### src/rtl/local_memory_arbiter_pkg.sv
// rtl/local_memory_arbiter_pkg.sv - shared types and sizing helpers for the local memory arbiter
package local_memory_arbiter_pkg;

    localparam int MIN_REQUESTERS = 2;
    localparam int MAX_REQUESTERS = 8;
    localparam int MAX_TIMEOUT_CYCLES = 65535;

    typedef enum logic [1:0] {
        IDLE    = 2'd0,
        GRANT   = 2'd1,
        RECOVER = 2'd2
    } arbState_t;

    // Index width for a requester vector; a single-bit index is kept even for tiny counts.
    function automatic int grantWidth(input int requesterCount);
        return (requesterCount > 1) ? $clog2(requesterCount) : 1;
    endfunction

    function automatic int counterWidth(input int timeoutCycles);
        return (timeoutCycles > 0) ? $clog2(timeoutCycles + 1) : 1;
    endfunction

endpackage

### src/rtl/local_memory_arbiter_if.sv
// rtl/local_memory_arbiter_if.sv - requester and secondary-port signal bundle for the arbiter
interface local_memory_arbiter_if #(
    parameter int ADDRESS_SIZE    = 24,
    parameter int REQUESTER_COUNT = 3
);

    logic [REQUESTER_COUNT-1:0]              reqEnable;
    logic [REQUESTER_COUNT-1:0]              reqWriteEnable;
    logic [REQUESTER_COUNT*ADDRESS_SIZE-1:0] reqAddress;
    logic [REQUESTER_COUNT*4-1:0]            reqByteSelect;
    logic [REQUESTER_COUNT*32-1:0]           reqDataWrite;
    logic [31:0]                             reqDataRead;
    logic [REQUESTER_COUNT-1:0]              reqDone;
    logic [REQUESTER_COUNT-1:0]              reqError;

    logic                                    memEnable;
    logic                                    memWriteEnable;
    logic [ADDRESS_SIZE-1:0]                 memAddress;
    logic [3:0]                              memByteSelect;
    logic [31:0]                             memDataWrite;
    logic [31:0]                             memDataRead;
    logic                                    memBusy;

    // Arbiter side: accepts requests and drives the secondary port.
    modport slave (
        input  reqEnable,
        input  reqWriteEnable,
        input  reqAddress,
        input  reqByteSelect,
        input  reqDataWrite,
        output reqDataRead,
        output reqDone,
        output reqError,
        output memEnable,
        output memWriteEnable,
        output memAddress,
        output memByteSelect,
        output memDataWrite,
        input  memDataRead,
        input  memBusy
    );

    // Environment side: requesters plus the memory secondary port.
    modport master (
        output reqEnable,
        output reqWriteEnable,
        output reqAddress,
        output reqByteSelect,
        output reqDataWrite,
        input  reqDataRead,
        input  reqDone,
        input  reqError,
        input  memEnable,
        input  memWriteEnable,
        input  memAddress,
        input  memByteSelect,
        input  memDataWrite,
        output memDataRead,
        output memBusy
    );

endinterface

### src/rtl/local_memory_arbiter_round_robin_picker.sv
// rtl/local_memory_arbiter_round_robin_picker.sv - combinational round-robin pick starting after lastGrant
module round_robin_picker #(
    parameter int REQUESTER_COUNT = 3,
    parameter int GRANT_WIDTH     = 2
) (
    input  logic [REQUESTER_COUNT-1:0] request,
    input  logic [GRANT_WIDTH-1:0]     lastGrant,
    output logic [GRANT_WIDTH-1:0]     grant,
    output logic                       valid
);

    int distance;
    int bestDistance;

    // Distance 0 is the requester right after lastGrant; the smallest distance among set bits wins.
    always_comb begin
        grant        = '0;
        valid        = 1'b0;
        distance     = 0;
        bestDistance = REQUESTER_COUNT;
        for (int idx = 0; idx < REQUESTER_COUNT; idx++) begin
            distance = (idx - int'(lastGrant) - 1 + 2 * REQUESTER_COUNT) % REQUESTER_COUNT;
            if (request[idx] && (distance < bestDistance)) begin
                bestDistance = distance;
                grant        = GRANT_WIDTH'(idx);
                valid        = 1'b1;
            end
        end
    end

endmodule

### src/rtl/local_memory_arbiter.sv
// rtl/local_memory_arbiter.sv - round-robin arbiter sharing the SRAM secondary port between requesters
module local_memory_arbiter
    import local_memory_arbiter_pkg::*;
#(
    parameter int ADDRESS_SIZE    = 24,
    parameter int REQUESTER_COUNT = 3,
    parameter int TIMEOUT_CYCLES  = 255
) (
    input  logic                   clk,
    input  logic                   rst,
    local_memory_arbiter_if.slave  bus
);

    localparam int GRANT_WIDTH = grantWidth(REQUESTER_COUNT);
    localparam int COUNT_WIDTH = counterWidth(TIMEOUT_CYCLES);
    localparam logic [COUNT_WIDTH-1:0] COUNT_LAST  = COUNT_WIDTH'(TIMEOUT_CYCLES - 1);
    localparam logic [COUNT_WIDTH-1:0] COUNT_MAX   = COUNT_WIDTH'(TIMEOUT_CYCLES);
    localparam logic [GRANT_WIDTH-1:0] GRANT_RESET = GRANT_WIDTH'(REQUESTER_COUNT - 1);

    arbState_t                   state;
    logic [GRANT_WIDTH-1:0]      grant;
    logic [GRANT_WIDTH-1:0]      lastGrant;
    logic [COUNT_WIDTH-1:0]      busyCount;

    logic [GRANT_WIDTH-1:0]      pickGrant;
    logic                        pickValid;

    logic                        inGrant;
    logic                        grantedEnable;
    logic                        withdrawn;
    logic                        transferDone;
    logic                        timeoutHit;
    logic [REQUESTER_COUNT-1:0]  grantOneHot;

    round_robin_picker #(
        .REQUESTER_COUNT (REQUESTER_COUNT),
        .GRANT_WIDTH     (GRANT_WIDTH)
    ) picker (
        .request   (bus.reqEnable),
        .lastGrant (lastGrant),
        .grant     (pickGrant),
        .valid     (pickValid)
    );

    // Withdrawal takes precedence: a dropped request never completes even if memBusy is low.
    always_comb begin
        inGrant       = (state == GRANT);
        grantedEnable = bus.reqEnable[grant];
        withdrawn     = inGrant && !grantedEnable;
        transferDone  = inGrant && grantedEnable && !bus.memBusy;
        timeoutHit    = inGrant && grantedEnable && bus.memBusy && (busyCount == COUNT_LAST);
        grantOneHot   = REQUESTER_COUNT'(1) << grant;
    end

    always_comb begin
        bus.memEnable      = 1'b0;
        bus.memWriteEnable = 1'b0;
        bus.memAddress     = '0;
        bus.memByteSelect  = '0;
        bus.memDataWrite   = '0;
        if (inGrant) begin
            bus.memEnable      = grantedEnable;
            bus.memWriteEnable = bus.reqWriteEnable[grant];
            bus.memAddress     = bus.reqAddress[grant * ADDRESS_SIZE +: ADDRESS_SIZE];
            bus.memByteSelect  = bus.reqByteSelect[grant * 4 +: 4];
            bus.memDataWrite   = bus.reqDataWrite[grant * 32 +: 32];
        end
    end

    always_comb begin
        bus.reqDone     = transferDone ? grantOneHot : '0;
        bus.reqError    = (withdrawn || timeoutHit) ? grantOneHot : '0;
        bus.reqDataRead = transferDone ? bus.memDataRead : '0;
    end

    always_ff @(posedge clk or posedge rst) begin
        if (rst) begin
            state     <= IDLE;
            grant     <= '0;
            lastGrant <= GRANT_RESET;
            busyCount <= '0;
        end else begin
            case (state)
                IDLE: begin
                    if (pickValid) begin
                        grant     <= pickGrant;
                        lastGrant <= pickGrant;
                        busyCount <= '0;
                        state     <= GRANT;
                    end
                end
                GRANT: begin
                    if (withdrawn || transferDone || timeoutHit) begin
                        state <= RECOVER;
                    end else if (bus.memBusy && (busyCount != COUNT_MAX)) begin
                        busyCount <= busyCount + COUNT_WIDTH'(1);
                    end
                end
                RECOVER: begin
                    state <= IDLE;
                end
                default: begin
                    state <= IDLE;
                end
            endcase
        end
    end

endmodule

### src/flat_wrapper.sv
// flat-port wrapper written by rule: the top's interface ports become plain ports
module local_memory_arbiter_flat import local_memory_arbiter_pkg::*;
#(
    parameter int ADDRESS_SIZE    = 24,
    parameter int REQUESTER_COUNT = 3,
    parameter int TIMEOUT_CYCLES  = 255
)
  (clk, rst, bus_reqEnable, bus_reqWriteEnable, bus_reqAddress, bus_reqByteSelect, bus_reqDataWrite, bus_reqDataRead, bus_reqDone, bus_reqError, bus_memEnable, bus_memWriteEnable, bus_memAddress, bus_memByteSelect, bus_memDataWrite, bus_memDataRead, bus_memBusy);
  local_memory_arbiter_if #(.ADDRESS_SIZE(ADDRESS_SIZE), .REQUESTER_COUNT(REQUESTER_COUNT)) bus_i ();
  input  logic clk;
  input  logic rst;
  input wire logic [$bits(bus_i.reqEnable)-1:0] bus_reqEnable;
  input wire logic [$bits(bus_i.reqWriteEnable)-1:0] bus_reqWriteEnable;
  input wire logic [$bits(bus_i.reqAddress)-1:0] bus_reqAddress;
  input wire logic [$bits(bus_i.reqByteSelect)-1:0] bus_reqByteSelect;
  input wire logic [$bits(bus_i.reqDataWrite)-1:0] bus_reqDataWrite;
  output wire logic [$bits(bus_i.reqDataRead)-1:0] bus_reqDataRead;
  output wire logic [$bits(bus_i.reqDone)-1:0] bus_reqDone;
  output wire logic [$bits(bus_i.reqError)-1:0] bus_reqError;
  output wire logic [$bits(bus_i.memEnable)-1:0] bus_memEnable;
  output wire logic [$bits(bus_i.memWriteEnable)-1:0] bus_memWriteEnable;
  output wire logic [$bits(bus_i.memAddress)-1:0] bus_memAddress;
  output wire logic [$bits(bus_i.memByteSelect)-1:0] bus_memByteSelect;
  output wire logic [$bits(bus_i.memDataWrite)-1:0] bus_memDataWrite;
  input wire logic [$bits(bus_i.memDataRead)-1:0] bus_memDataRead;
  input wire logic [$bits(bus_i.memBusy)-1:0] bus_memBusy;
  assign bus_i.reqEnable = bus_reqEnable;
  assign bus_i.reqWriteEnable = bus_reqWriteEnable;
  assign bus_i.reqAddress = bus_reqAddress;
  assign bus_i.reqByteSelect = bus_reqByteSelect;
  assign bus_i.reqDataWrite = bus_reqDataWrite;
  assign bus_reqDataRead = bus_i.reqDataRead;
  assign bus_reqDone = bus_i.reqDone;
  assign bus_reqError = bus_i.reqError;
  assign bus_memEnable = bus_i.memEnable;
  assign bus_memWriteEnable = bus_i.memWriteEnable;
  assign bus_memAddress = bus_i.memAddress;
  assign bus_memByteSelect = bus_i.memByteSelect;
  assign bus_memDataWrite = bus_i.memDataWrite;
  assign bus_i.memDataRead = bus_memDataRead;
  assign bus_i.memBusy = bus_memBusy;
  local_memory_arbiter #(.ADDRESS_SIZE(ADDRESS_SIZE), .REQUESTER_COUNT(REQUESTER_COUNT), .TIMEOUT_CYCLES(TIMEOUT_CYCLES)) u_core (.clk(clk), .rst(rst), .bus(bus_i));
endmodule
### config.mk
export PLATFORM = sky130hd
export DESIGN_NAME = local_memory_arbiter_flat
export DESIGN_NICKNAME = d
export VERILOG_FILES = /design/src/rtl/local_memory_arbiter_pkg.sv /design/src/rtl/local_memory_arbiter_if.sv /design/src/rtl/local_memory_arbiter_round_robin_picker.sv /design/src/rtl/local_memory_arbiter.sv /design/src/flat_wrapper.sv
export SDC_FILE = /design/constraint.sdc
export NUM_CORES = 1
export LEC_CHECK = 0
export CAP_MARGIN = 25
export CELL_PAD_IN_SITES_DETAIL_PLACEMENT = 0
export CELL_PAD_IN_SITES_GLOBAL_PLACEMENT = 1
export CORE_MARGIN = 3
export CORE_UTILIZATION = 29
export CTS_CLUSTER_SIZE = 14
export DETAILED_ROUTE_END_ITERATION = 16
export HOLD_SLACK_MARGIN = 0.02
export PLACE_DENSITY_LB_ADDON = 0.1
export SYNTH_ARGS = -nofsm -noshare
export SYNTH_HDL_FRONTEND = slang
export SYNTH_SLANG_ARGS = --single-unit
### constraint.sdc
create_clock -name clk -period 14.3 [get_ports clk]
set_input_delay 2.86 -clock clk [delete_from_list [all_inputs] [get_ports clk]]
set_output_delay 2.86 -clock clk [all_outputs]
set_load 0.05 [all_outputs]
# After elaboration in Yosys (flattened, before gate mapping)
# Index checks and enable logic that the tools add are counted.
[word_totals]
romBits = 0
reg_bits = 14
latchBits = 0
elab_cells = 78
mem_count = 0
mem_bits_rw = 0
inputBits = 221
[op_classes]
n_mux = 26
n_bitwise = 0
shift = 4
n_reduce_logical = 19
n_addsub = 10
magnitude_cmp = 4
eq_ne = 7
div = 3
n_mul = 1
[op_table]
columns = ["operator", "n"]
rows = [
  ["2-to-1 mux 32 bit", 4],
  ["modulo 32 x 3 -> 32 bit, second input constant", 3],
  ["indexed part select 96 x 8 -> 32 bit", 1],
  ["indexed part select 72 x 8 -> 24 bit", 1],
  ["less-than comparator 32 bit", 2],
  ["adder 32 x 4 -> 32 bit, second input constant", 1],
  ["less-than comparator 32 x 3 -> 1 bit, second input constant", 1],
  ["subtractor 32 x 2 -> 32 bit, second input constant", 1],
  ["2-to-1 mux 24 bit", 1],
  ["2-to-1 mux 8 bit", 3],
  ["case mux 8 bit (2 select lines)", 1],
  ["indexed part select 12 x 5 -> 4 bit", 1],
  ["adder 4 x 4 -> 5 bit, second input constant", 2],
  ["logical AND 1 bit", 9],
  ["adder 8 x 1 -> 8 bit, second input constant", 1],
  ["== test 8 bit, second input constant", 1],
  ["2-to-1 mux 1 bit", 8],
  ["inequality test 8 bit, second input constant", 1],
  ["subtractor 3 x 2 -> 4 bit, second input constant", 2],
  ["2-to-1 mux 2 bit", 3],
  ["2-to-1 mux 3 bit", 2],
  ["inequality test 2 bit, second input constant", 3],
  ["subtractor 1 x 2 -> 3 bit, first input constant", 2],
  ["binary-select mux 1 bit (select 2 bit)", 2],
  ["14 further kinds", 18],
]

# Depth between registers and ports, before layout
# Gate-level depths: netlist of the first run.
[depth]
word_depth = 15
mapped_depth = 71

# Hierarchy
# Synthesis of the first run repeated with hierarchy kept, for this count alone.
[unflattened]
hier_cells = 729
area_unflattened_um2 = 4989.8
[modules_own_cells]
columns = ["module", "seq_area_each_um2", "cells_each", "n_inst", "area_per_inst_um2"]
rows = [
  ["local_memory_arbiter", 326.6, 400, 1, 2531.2],
  ["round_robin_picker", 0.0, 329, 1, 2458.6],
]

# Least setup slack after synthesis of the first run
# No wires, ideal clock.
[synth_timing]
path_type = "register to register"
startpoint = "register u_core.lastGrant[0]"
endpoint = "register u_core.state[0]"
setup_ps = 118
slack_ps = 1768
path_stages_with_launch = 69
arrival_time_ps = 12414
cell_sequence = "dfrtp_1 buf_2 buf_2 buf_1 buf_1 inv_1 ha_1 ha_1 and3b_1 fa_1 buf_2 nand3b_1 xnor2_1 or4_1 a21boi_0 or3_4 nor4_1 o311a_1 (+33 left out) mux2_4 ha_1 nor2b_1 o21ai_0 nand2b_1 a21oi_1 nor2b_1 o21ai_0 nand2b_1 a21oi_1 o21ai_0 a21o_1 a21oi_1 o31a_1 nor3_1 a41oi_1 nand2_1 a21o_1"
[synth_via]
elab_chain_cells = 15
word_cells_on_any_way = 25
classes_between = "add/sub: 9; div: 3; order compare: 3; eq/ne: 1; mux: 5; reduce/logical: 4"
[synth_rtl]
columns = ["item", "line", "source"]
rows = [
  ["from (decl)", "local_memory_arbiter.sv:22", "logic [GRANT_WIDTH-1:0] lastGrant;"],
  ["from (signal assigned)", "local_memory_arbiter.sv:87", "lastGrant <= pickGrant;"],
  ["subtractor 1 x 2 -> 3 bit", "local_memory_arbiter_round_robin_picker.sv:22", "distance = (idx - int'(lastGrant) - 1 + 2 * REQUESTER_COUNT) % REQUESTER_COUNT;"],
  ["subtractor 32 x 2 -> 32 bit", "local_memory_arbiter_round_robin_picker.sv:22", ""],
  ["adder 32 x 4 -> 32 bit", "local_memory_arbiter_round_robin_picker.sv:22", ""],
  ["modulo 32 x 3 -> 32 bit", "local_memory_arbiter_round_robin_picker.sv:22", ""],
  ["less-than comparator 32 x 3 -> 1 bit", "local_memory_arbiter_round_robin_picker.sv:23", "if (request[idx] && (distance < bestDistance)) begin"],
  ["logical AND 1 bit", "local_memory_arbiter_round_robin_picker.sv:23", ""],
  ["2-to-1 mux 32 bit", "local_memory_arbiter_round_robin_picker.sv:23", ""],
  ["less-than comparator 32 bit", "local_memory_arbiter_round_robin_picker.sv:23", ""],
  ["logical AND 1 bit", "local_memory_arbiter_round_robin_picker.sv:23", ""],
  ["2-to-1 mux 32 bit", "local_memory_arbiter_round_robin_picker.sv:23", ""],
  ["less-than comparator 32 bit", "local_memory_arbiter_round_robin_picker.sv:23", ""],
  ["logical AND 1 bit", "local_memory_arbiter_round_robin_picker.sv:23", ""],
  ["2-to-1 mux 1 bit (*)", "local_memory_arbiter_round_robin_picker.sv:23", ""],
  ["inequality test 2 x 1 -> 1 bit (no line) (*)", "-", ""],
  ["AND reduction 2 bit (no line) (*)", "-", ""],
  ["to (signal assigned)", "local_memory_arbiter.sv:78", "state <= IDLE;"],
  ["to (signal assigned)", "local_memory_arbiter.sv:89", "state <= GRANT;"],
  ["to (signal assigned)", "local_memory_arbiter.sv:94", "state <= RECOVER;"],
  ["to (decl)", "local_memory_arbiter.sv:20", "arbState_t state;"],
]
# Every way passes the cells marked *; elsewhere a longest branch is shown, timed or not.
# A chain may end at the register's enable or synchronous reset.

# Worst setup path after layout of the first run
# Ends and elaborated chain as after synthesis.

==> results.md, run 1 <==
Drt:
- The total number of vias is 8006.
- The final wirelength is 30.02 mm.
- The detailed-route DRC error count is 0.
- Dividing the detail-routed wire length by the instance count gives 19.86 um.
- The count of TritonRoute iterations in the first routing pass is 5.
- The first-iteration detailed-routing DRC count is 629.
- Dividing the detail-routed via count by the number of cells gives 5.295.
- The detail route stage leaves a number of antenna-violating nets equal to 0.

Worst setup path:
- For this run, the slowest stage of the critical path takes 610 ps.
- The worst-case reg-to-reg path depth is 60.
- STA classifies the critical path startpoint as a register.
- STA puts the critical path data required time at 14430 ps.
- The slowest cell on the critical path is sky130_fd_sc_hd__dfrtp_4.
- The cell with the most instances on the worst path is sky130_fd_sc_hd__ha_1.
- The largest delay contributor family on the critical path is compound AO/OA/AOI/OAI gates.
- In this run the critical register-to-register path is captured at u_core.state[0]$_DFFE_PP0P_.
- Data arrives at the worst endpoint at 13200 ps.
- The kind of critical path is register to register.
- Of all nets on the critical path, the largest fanout is 22.
- STA classifies the critical path endpoint as a register.
- The slack of the worst reg-to-reg path is 1230 ps.
- Counting both buffers and inverters, the worst setup path holds a total of 5.
- The worst register-to-register path begins at u_core.lastGrant[0]$_DFFE_PP0P_.

Cells and area:
- The synthesis-to-finish area growth is 53.39%.
- The final cell utilization of the core is 0.4584.
- The area taken by flip-flops and latches is 331.6 um^2.
- After routing the design area is 0.01016 mm^2.
- In the final layout, the share of cells above drive strength 1 is 0.05844.
- The filler cells instantiated in the layout total 2254.
- The area of the multi-input gates is 0.005898 mm^2.
- After the last flow step, the layout net total stands at 1539.
- The number of inserted diodes is 0.

Min path:
- The worst min-delay path endpoint is u_core.busyCount[4]$_DFFE_PP0P_.
- The path class of the lowest-slack min-delay path is register to register.
- The worst hold path depth is 2.
- The worst hold path begins at u_core.busyCount[4]$_DFFE_PP0P_.

Floorplanning:
- The initial utilization of the core area, before any placement, comes to 0.2988.
- The die covers 0.02469 mm^2.
- The die is 157.1 um tall.
- During I/O placement, the number of pins put on the boundary was 321.
- The core region is 0.02216 mm^2.
- The floorplan has 54 rows.
- The width of the chip is 157.1 um.

Synthesis:
- After synthesis, the cell types taking the most area are sky130_fd_sc_hd__ha_1 16%, sky130_fd_sc_hd__mux2i_1 12%, sky130_fd_sc_hd__nor2_1 9.6%.
- The post-synthesis average cell area is 6.906 um^2.
- The largest total area in the synthesized netlist belongs to sky130_fd_sc_hd__ha_1.
- Of the post-synthesis cell area, the dominant cell type holds 0.1587.
- In the synthesized netlist the dominant register cell turns out to be sky130_fd_sc_hd__dfrtp_1.
- Summing every instance area after synthesis gives 0.006623 mm^2.
- The number of different library cells used by synthesis comes to 86.
- During synthesis, Yosys emitted a total of 0 warnings.
- In the synthesized netlist the async set-or-reset flop fraction comes to 1.000.
- By instance count, the leading cell after synthesis is sky130_fd_sc_hd__nor2_1.
- The share of the Yosys chip area taken by registers is 0.04931.
- Synthesis handed over a netlist of 959 instances.
- By count the netlist is led by 170 x sky130_fd_sc_hd__nor2_1, 97 x sky130_fd_sc_hd__a21oi_1, 84 x sky130_fd_sc_hd__ha_1.
- Counting flops with a built-in enable in the synthesized netlist gives 0.
- After synthesis the netlist holds a flip-flop and latch count of 13.

GRT:
- The combined global-route utilization of all metal layers is 0.2285.
- The number of global-route vias before repair is 7663.
- The met1 layer usage reported by global route is 0.3148.
- The first global-routing pass estimated 44.99 mm of wire.
- The total overflow left after global routing is 0.
- The initial antenna violation count is 0.
- The largest net degree at the start of global routing is 69.
- For met3 alone, demand over resource in global routing was 0.05059.
- The most used routing layer in global routing is met2.
- The global routing met2 resource utilization is 0.3837.

STA:
- The total of endpoints with negative setup slack in the final report is 0.
- For the pin with the worst max-slew slack, the measured transition is 927.2 ps.
- The share of the clock period used by the worst path is 0.9136.
- The tightest hold path in the finished design has a slack of 553.2 ps.
- The hold violation count in the final report is 0.
- The maximum clock rate is 0.07654 GHz.
- The number of pins exceeding their max-slew limit in the final report was 0.
- The clock arrives with 1.122 ps of skew.
- The worst slew margin relative to its limit is 0.3812.
- The sum of negative setup slack is 0 ps.
- Setup repair after global routing left no endpoint under its margin.
- The worst path in the final design needs a cycle of 13070 ps, including I/O delays and setup.

Place:
- Input and output buffers added on the ports amount to 320.
- The area after detailed placement is 0.009990 mm^2.
- Routability-driven placement finished with a final weighted congestion of 0.8886.
- The detailed placement HPWL is 23.82 mm.

Clock tree:
- The number of buffers added by the clock tree synthesis step is 3.
- At the later pin of the worst-skew pair, clock insertion delay measures 240 ps.
- After clock tree synthesis, the clock-pin slew on the worst setup and hold paths is 50 ps.
- The clock tree root buffer cell is sky130_fd_sc_hd__clkbuf_16.
- In this run the deepest clock path goes through 2 buffers.
- In this run the number of H-tree levels came out at 1.
- The clock tree from TritonCTS is built.
- The CTS sink count is 13.

Run status:
- The run finished with clean final reports.

Flow run:
- The max capacitance violation total is 0.
-- repair_timing --
action / CTS / global route
buffers inserted: 0 / 6
endpoints found under the setup margin: 0 / 12
gates resized for setup: 0 / 4
hold buffers: 0 / 0
-- cell usage in the layout, fill, tap and decap left out, drive strengths merged, types with 18 or more instances in the layout --
master	n
a21o	18
a21oi	100
and2	19
and3	37
buf	18
clkdlybuf4s50	320
ha	84
inv	33
mux2i	77
nand2	36
nand2b	24
nand3	22
nand4	18
nor2	172
nor2b	20
o21ai	33
-- through the flow --
stage / setup slack [ps] / std cells
after CTS: 641.6 / 1506
after detailed placement: 676.2 / 1502
final: 1235 / 1512
after floorplan: 1768 / 960
after global routing: 70.01 / 1512
after global placement: 986.9 / 1502
-- worst min-delay path: cells and delay by family (launching register included) --
family | cells | cell delay [ps]
xor+xnor | 1 | 70
flops | 1 | 360
simple gates | 1 | 80
-- cell families after synthesis --
logic type               after synthesis  synth area share
AND/OR/NAND/NOR                      409            0.3159
AO/OA/AOI/OAI                        234            0.2318
buffers and inverters                105           0.06631
multiplexers                          93            0.1493
adder cells (fa/ha/maj)               85            0.1617
XOR/XNOR                              19           0.02513
flip-flops                            13           0.04931
other                                  1         0.0005662
-- layout make-up --
type,instances,share of cell area
Sequential cell,13,0.03264
Inverter,35,0.01343
Multi-Input combinational cell,842,0.5806
Timing Repair Buffer,338,0.3311
Clock buffer,4,0.007760
Tap cell,280,0.03449
-- worst max path at each step --
| stage | depth (start not counted) | from | slack (ps) | endpoint |
|---|---|---|---|---|
| final | 60 | u_core.lastGrant[0]$_DFFE_PP0P_ | 1230 | u_core.state[0]$_DFFE_PP0P_ |
| after global routing | 60 | u_core.lastGrant[0]$_DFFE_PP0P_ | 70 | u_core.state[0]$_DFFE_PP0P_ |
| after CTS | 54 | u_core.lastGrant[0]$_DFFE_PP0P_ | 640 | u_core.state[0]$_DFFE_PP0P_ |
| after detailed placement | 54 | u_core.lastGrant[0]$_DFFE_PP0P_ | 680 | u_core.state[0]$_DFFE_PP0P_ |
| after global placement | 58 | u_core.lastGrant[0]$_DFFE_PP0P_ | 990 | u_core.state[0]$_DFFE_PP0P_ |
| after floorplan | 68 | u_core.lastGrant[0]$_DFFE_PP0P_ | 1770 | u_core.state[0]$_DFFE_PP0P_ |
-- flip-flops by register name, summed over array words and instances (netlist names) --
register / flops
u_core.busyCount: 8
u_core.lastGrant: 2
u_core.state: 2
u_core.grant: 1
-- per-layer routing --
metal,routed length (um),vias up
met5,0,-
met4,142,0
met3,2275,10
met2,13860,308
met1,13740,3676
li1,-,4012
Power of run 1 is left out: the tool's default activity adds up to more than one toggle a clock period on the data nets, which glitch-free logic cannot reach.
==> run 2: changes to the inputs <==
--- a/config.mk
+++ b/config.mk
@@ -5,11 +5,12 @@
 export SDC_FILE = /design/constraint.sdc
 export NUM_CORES = 1
 export LEC_CHECK = 0
+export ABC_AREA = 1
 export CAP_MARGIN = 25
 export CELL_PAD_IN_SITES_DETAIL_PLACEMENT = 0
 export CELL_PAD_IN_SITES_GLOBAL_PLACEMENT = 1
 export CORE_MARGIN = 3
-export CORE_UTILIZATION = 29
+export CORE_UTILIZATION = 26
 export CTS_CLUSTER_SIZE = 14
 export DETAILED_ROUTE_END_ITERATION = 16
 export HOLD_SLACK_MARGIN = 0.02
==> run 2 against run 1 <==
Net effect: final cell count increased by 17%; global-route usage is 3.2 points lower; wire length decreased by 12%; via count increased by 1.8%; sequential share of layout area grew 0.13 points; die area increased by 2.9%; design area decreased by 5.0%; fmax rose by 5.4%; utilization shrank 3.7 points; critical path depth increased by 29; critical path type unchanged.
==> results.md, run 2 <==
Cells and area:
- The flip-flop count of the largest register, all copies and words added is 8.
- For this run, the post-layout net count is 1760.
- The most common cell after layout, fill and taps aside is sky130_fd_sc_hd__nand2_1.
- Counting flops per register, the top entry is u_core.busyCount.
- In the layout the commonest cells are 427 x sky130_fd_sc_hd__nand2_1, 320 x sky130_fd_sc_hd__clkdlybuf4s50_1, 179 x sky130_fd_sc_hd__nand3_1.
- In the final layout, the share of cells above drive strength 1 is 0.03510.
- Relative to the synthesized area, the layout overhead comes to 57.69%.
- The largest registers in the layout are u_core.busyCount x8, u_core.lastGrant x2, u_core.state x2.
- Fill cells in the final layout number 2597.

Drt:
- After detailed routing, the number of remaining DRC violations is 0.
- Using the TritonRoute via totals, the vias-per-cell ratio works out to 4.609.
- The pre-antenna-repair detailed-routing pass consisted of 5 iterations.
- The first-iteration detailed-routing DRC count is 525.
- The routed wirelength normalized by instance count is 14.96 um.
- The routed layout has 8154 vias.
- The number of nets still failing antenna checks after routing is 0.
- For this block, the routed nets add up to 26.47 mm of wire.

Synthesis:
- In the synthesized netlist the async set-or-reset flop fraction comes to 1.000.
- For this run, the number of Yosys warnings is 0.
- In this run, synthesis produced a sequential element count of 13.
- Ranked by total cell area, the synthesized netlist is headed by sky130_fd_sc_hd__nand2_1 26%, sky130_fd_sc_hd__ha_1 17%, sky130_fd_sc_hd__nand3_1 15%.
- The share of synthesized area occupied by flip-flops and latches is 0.05337.
- The number of enable flip-flop cells after synthesis is 0.
- The share of the synthesized area in the top cell type is 0.2620.
- Summed over all instances, the cell type with the most area after synthesis is sky130_fd_sc_hd__nand2_1.
- Averaged over all synthesized cells, the footprint is 5.198 um^2.
- By count the netlist is led by 427 x sky130_fd_sc_hd__nand2_1, 179 x sky130_fd_sc_hd__nand3_1, 164 x sky130_fd_sc_hd__inv_1.
- The area of the mapped netlist is 0.006118 mm^2.
- Yosys mapped the design onto 46 distinct sky130hd cell types.
- Among all flip-flop cells after synthesis, the most frequent one is sky130_fd_sc_hd__dfrtp_1.
- The post-synthesis instance total is 1177.
- By instance count, the leading cell after synthesis is sky130_fd_sc_hd__nand2_1.

Worst setup path:
- STA puts the critical path data arrival time at 12530 ps.
- Counting stages on the worst path, the most repeated cell is sky130_fd_sc_hd__nand2_1.
- The largest single stage delay on the critical path is 690 ps.
- The kind of launch point of the worst setup path is a register.
- The top fanout value on the critical path is 72.
- The critical path capture point type is a register.
- The slowest stage of the critical path belongs to the cell sky130_fd_sc_hd__nand2_1.
- STA puts the critical path data required time at 14430 ps.
- The critical path is of the register to register type.

Clock tree:
- The largest buffer count on any clock path is 2.
- The clock insertion delay at the later pin of the skew report is 240 ps.
- The number of buffers added by the clock tree synthesis step is 3.
- Clock tree synthesis selected as its root buffer the cell sky130_fd_sc_hd__clkbuf_16.
- Clock-pin slew was measured on the worst setup and hold paths at 50 ps.
- The clock drives 13 sinks.
- The total of cells resized after clock tree synthesis is 0.
- In this run the post-CTS setup repair buffer count came out at 0.
- TritonCTS built the clock tree.
- The hold buffer count at cts is 0.
- The H-tree level count is 1.

GRT:
- The largest net degree at the start of global routing is 73.
- The number of global-route vias before repair is 7621.
- The initial antenna violation count is 2.
- The total overflow left after global routing is 0.
- The combined global-route utilization of all metal layers is 0.1962.
- The first global-routing pass estimated 41.37 mm of wire.

Floorplanning:
- The height of the chip is 159.4 um.
- The number of top-level pins is 321.
- The area of the core is 0.02292 mm^2.
- The die is 159.4 um wide.
- The total number of placement rows is 55.
- The area enclosed by the die boundary is 0.02541 mm^2.
- The initial utilization of the core area, before any placement, comes to 0.2670.

Flow run:
- The max capacitance violation total is 0.

STA:
- The share of the clock period used by the worst path is 0.8671.
- The maximum clock rate is 0.08065 GHz.
- The pin slew with the least headroom to its limit is 932.4 ps.
- Setup violations remaining at the end of the flow were counted as 0.
- The clock period minus final worst setup slack is 12400 ps.
- In the final timing run, aggregate negative setup slack is 0 ps.
- The worst slew margin relative to its limit is 0.3784.
- The worst clock skew is 3.659 ps.
- The number of pins exceeding their max-slew limit in the final report is 0.
- The hold violation count in the final report is 0.
- Setup repair after global routing left no endpoint under its margin.

Run status:
- The flow ran to the end, and the final reports show no timing, DRC or antenna violations.

Min path:
- The path class of the lowest-slack min-delay path is register to register.

Place:
- The number of input and output port buffers inserted is 320.
- The congestion estimate from routability-driven global placement came to 0.8717.
- The detailed placement HPWL is 21.07 mm.
==> run 2: changes by cell type in the layout (fill, tap and decap cells not counted), sizes merged, moves of 69 or more <==
cell	change
nor2	-79
nand3	+164
mux2i	-76
inv	+136
nand2	+402
a21oi	-69
==> run 2: per-layer routing <==
layer	share of wire	wire length [um]	global-route usage
met1	0.43	11270	0.2390
met2	0.50	13130	0.3599
met3	0.056	1482	0.03278
met4	0.022	589	0.04457
met5	0	0	0
==> run 2: per-stage QoR <==
stage | area [um^2] | instances | utilization | hold WS (ps) | setup slack, ps
after global routing | 9646 | 1768 | 0.4209 | 621.1 | 219.0
after CTS | 9641 | 1766 | 0.4207 | 596.5 | 1778
after detailed placement | 9562 | 1762 | 0.4173 | 575.1 | 1807
after floorplan | 6122 | 1178 | - | 526.7 | 3504
final | 9648 | 1769 | 0.4210 | 597.7 | 1900
after global placement | 9562 | 1762 | 0.4173 | 566.2 | 2102
==> run 2: logic make-up after synthesis <==
family	synth area share
xor+xnor	0.008591
other cells	0.0006129
flops	0.05338
simple gates	0.5290
buf+inv	0.1444
mux	0.001636
fa+ha+maj	0.1751
compound gates	0.08732
==> run 2: cell type report <==
type                            count  area, um^2  area share
Multi-Input combinational cell    936        4937      0.5117
Timing Repair Buffer              327        3256      0.3374
Inverter                          173       649.4     0.06731
Tap cell                          313       391.6     0.04059
Sequential cell                    13       327.8     0.03398
Clock buffer                        4       78.83    0.008170
Antenna cell                        3       7.507   0.0007781
==> run 2: worst paths after layout <==
path	cells past startpoint	slack (ps)	to	start
min in group asynchronous	2	2940	u_core.busyCount[1]$_DFFE_PP0P_	rst
worst max register to register	89	1900	u_core.busyCount[3]$_DFFE_PP0P_	u_core.lastGrant[0]$_DFFE_PP0P_
worst min-delay path	2	600	u_core.busyCount[3]$_DFFE_PP0P_	u_core.busyCount[3]$_DFFE_PP0P_
worst min register to register	2	600	u_core.busyCount[3]$_DFFE_PP0P_	u_core.busyCount[3]$_DFFE_PP0P_
max in group asynchronous	2	10990	u_core.lastGrant[0]$_DFFE_PP0P_	rst
worst max-delay path	89	1900	u_core.busyCount[3]$_DFFE_PP0P_	u_core.lastGrant[0]$_DFFE_PP0P_
==> run 2: critical path, delay by kind of cell, from the launching register on <==
family	cells	cell delay, ps
simple gates	65	6900
fa+ha+maj	7	1860
compound gates	11	1710
buf+inv	6	1460
flops	1	340
Power of run 2 is left out for the same reason.
==> run 3: changes to the inputs <==
--- a/config.mk
+++ b/config.mk
@@ -10,7 +10,7 @@
 export CELL_PAD_IN_SITES_DETAIL_PLACEMENT = 0
 export CELL_PAD_IN_SITES_GLOBAL_PLACEMENT = 1
 export CORE_MARGIN = 3
-export CORE_UTILIZATION = 26
+export CORE_UTILIZATION = 28
 export CTS_CLUSTER_SIZE = 14
 export DETAILED_ROUTE_END_ITERATION = 16
 export HOLD_SLACK_MARGIN = 0.02
==> constraint.sdc (replaced) <==
create_clock -name clk -period 14.7 [get_ports clk]
set_input_delay 2.94 -clock clk [delete_from_list [all_inputs] [get_ports clk]]
set_output_delay 2.94 -clock clk [all_outputs]
set_load 0.05 [all_outputs]
==> run 3 against run 2 <==
Net effect: hold slack worse by 18 ps; die area fell by 6.9%; design area shrank 0.57%; utilization rose by 3.1 points; non-clock buffer count is the same; fmax decreased by 1.2%; register-to-register slack gained 250 ps; via count barely moved; count of clock-buffer cells in the layout is the same; sequential cell count unchanged.
==> results.md, run 3 (synthesis gave the netlist of run 2 again) <==
Run status:
- The run finished with clean final reports.

Cells and area:
- The net count of the finished layout is 1760.
- Counting flops per register, the top entry is u_core.busyCount.
- The flip-flop count of the largest register, all copies and words added is 8.
- Counting the fill cells in the layout gives 2313.
- The largest registers in the layout are u_core.busyCount x8, u_core.lastGrant x2, u_core.state x2.
- The synthesis-to-finish area growth is 56.79%.
- In the layout the commonest cells are 427 x sky130_fd_sc_hd__nand2_1, 320 x sky130_fd_sc_hd__clkdlybuf4s50_1, 179 x sky130_fd_sc_hd__nand3_1.
- The most common cell after layout, fill and taps aside is sky130_fd_sc_hd__nand2_1.
- In the final layout, the share of cells above drive strength 1 is 0.03510.
- The repair_antennas step left the layout with diodes totalling 0.

Worst setup path:
- The largest delay contributor family on the critical path is simple AND/OR/NAND/NOR gates.
- Counting both buffers and inverters, the worst setup path holds a total of 8.
- The top fanout value on the critical path is 31.
- The slowest cell on the critical path is sky130_fd_sc_hd__nand2_1.
- STA classifies the critical path startpoint as a register.
- The worst setup path is of the register to register kind.
- Data arrives at the worst endpoint at 12670 ps.
- The critical path required time is 14830 ps.
- The worst setup path is captured at a register.
- By instance count, the cell type seen most on the critical path is sky130_fd_sc_hd__nand2_1.
- The largest single stage delay on the critical path is 700 ps.

Floorplanning:
- The die is 153.8 um wide.
- The height of the chip is 153.8 um.
- Pin placement for this block handled 321 I/O pins.
- The floorplan step defined a die boundary enclosing 0.02366 mm^2.
- After floorplanning, the core was divided into 53 placement rows.
- The initial core utilization is 0.2883.
- The area of the core is 0.02122 mm^2.

Drt:
- The count of TritonRoute iterations in the first routing pass is 5.
- The detail route stage leaves a number of antenna-violating nets equal to 0.
- The total number of vias is 8150.
- The length of routed met3 wiring is 1.438 mm.
- The final layout contains routed wiring with a total length of 26.09 mm.
- The detail-routed via count per cell is 4.716.
- The first routing iteration left 509 violations.
- In the routed design, unresolved DRC markers number 0.
- The amount of wire on met2 after detailed routing is 12.93 mm.
- Routed signal wires occupy layers up through met5.
- For this block, wires on met1 add up to 11.44 mm.
- Dividing the detail-routed wire length by the instance count gives 15.10 um.

Clock tree:
- The largest buffer count on any clock path is 2.
- TritonCTS created 3 clock buffers.
- The hold buffer count at cts is 0.
- The buffers inserted during post-CTS setup optimization is 0.
- The tree is rooted in a sky130_fd_sc_hd__clkbuf_16.
- Clock latency on the worst-skew pair, taken at its later pin, is 240 ps.
- In this run, post-CTS repair resized a total of 0 instances.
- Clock-pin slew was measured on the worst setup and hold paths at 40 ps.
- TritonCTS built the clock tree.
- CTS saw 13 sinks.
- The H-tree level count is 1.

GRT:
- The wire length of the first global-routing pass is 41.90 mm.
- The initial antenna violation count came to 1.
- Across every metal layer, demand over resource in global routing totals 0.2116.
- Entering global routing, the biggest net connects 73 pins.
- The number of global-route vias before repair is 7850.
- The remaining global-route overflow is 0.

Flow run:
- The max capacitance violation total is 0.

Min path:
- The path class of the lowest-slack min-delay path is register to register.

STA:
- Setup repair after global routing left no endpoint under its margin.
- Derived from the worst setup path, the maximum achievable clock frequency is 0.07970 GHz.
- The number of pins exceeding their max-slew limit in the final report came to 0.
- For the final database, setup skew stands at 0.9170 ps.
- The pin slew with the least headroom to its limit is 915.7 ps.
- The share of the clock period used by the worst path is 0.8535.
- Setup violations remaining at the end of the flow were counted as 0.
- The hold violation count in the final report is 0.
- Headroom to the max-slew limit came out at 0.3880.
- For the final routed database, the setup TNS stands at 0 ps.
- The smallest clock period supported by the final layout is computed as 12550 ps.

Place:
- The routability congestion estimate is 0.8821.
- Input and output buffers added on the ports amount to 320.
- The wire-length estimate of the detail-placed layout is 20.96 mm.
run 3: routing by layer:
layer  global-route usage  vias up
li1                     -     4302
met1               0.2766     3595
met2               0.3800      235
met3              0.03434       16
met4              0.01976        2
met5                    0        -
run 3: path summary, 6_finish.rpt:
path                                                 start                         endpoint  slack [ps]  cells past startpoint
hold reg to reg            u_core.busyCount[6]$_DFFE_PP0P_  u_core.busyCount[6]$_DFFE_PP0P_         580                      2
setup reg to reg           u_core.lastGrant[1]$_DFFE_PP1P_  u_core.busyCount[5]$_DFFE_PP0P_        2150                     84
setup / recovery           u_core.lastGrant[1]$_DFFE_PP1P_  u_core.busyCount[5]$_DFFE_PP0P_        2150                     84
hold / removal             u_core.busyCount[6]$_DFFE_PP0P_  u_core.busyCount[6]$_DFFE_PP0P_         580                      2
max in group asynchronous                              rst  u_core.lastGrant[0]$_DFFE_PP0P_       11300                      2
min in group asynchronous                              rst  u_core.busyCount[0]$_DFFE_PP0P_        3030                      2
run 3: metrics by stage:
step             util  hold WS [ps]  std cells  area (um^2)  setup WS, ps
3_5_place_dp   0.4483         571.8       1724         9514          2116
6_report       0.4521         579.6       1728         9593          2154
4_1_cts        0.4521         582.6       1728         9593          2080
3_3_place_gp   0.4483         575.4       1724         9514          2331
5_1_grt        0.4521         628.0       1728         9593         367.4
2_1_floorplan       -         526.7       1178         6122          3904
run 3: cell type report:
type | count | area [um^2] | share of cell area
sequential | 13 | 327.8 | 0.03417
timing repair buffer | 327 | 3256 | 0.3394
clock buffer | 4 | 78.83 | 0.008217
inverter | 173 | 649.4 | 0.06769
multi-input combinational | 936 | 4937 | 0.5147
tap | 275 | 344.1 | 0.03587
run 3: worst min-delay path, delay by kind of cell, from the launching register on:
kind,cells,cell delay (ps)
AND/OR/NAND/NOR,2,170
flip-flops,1,380
Power of run 3 is left out for the same reason.
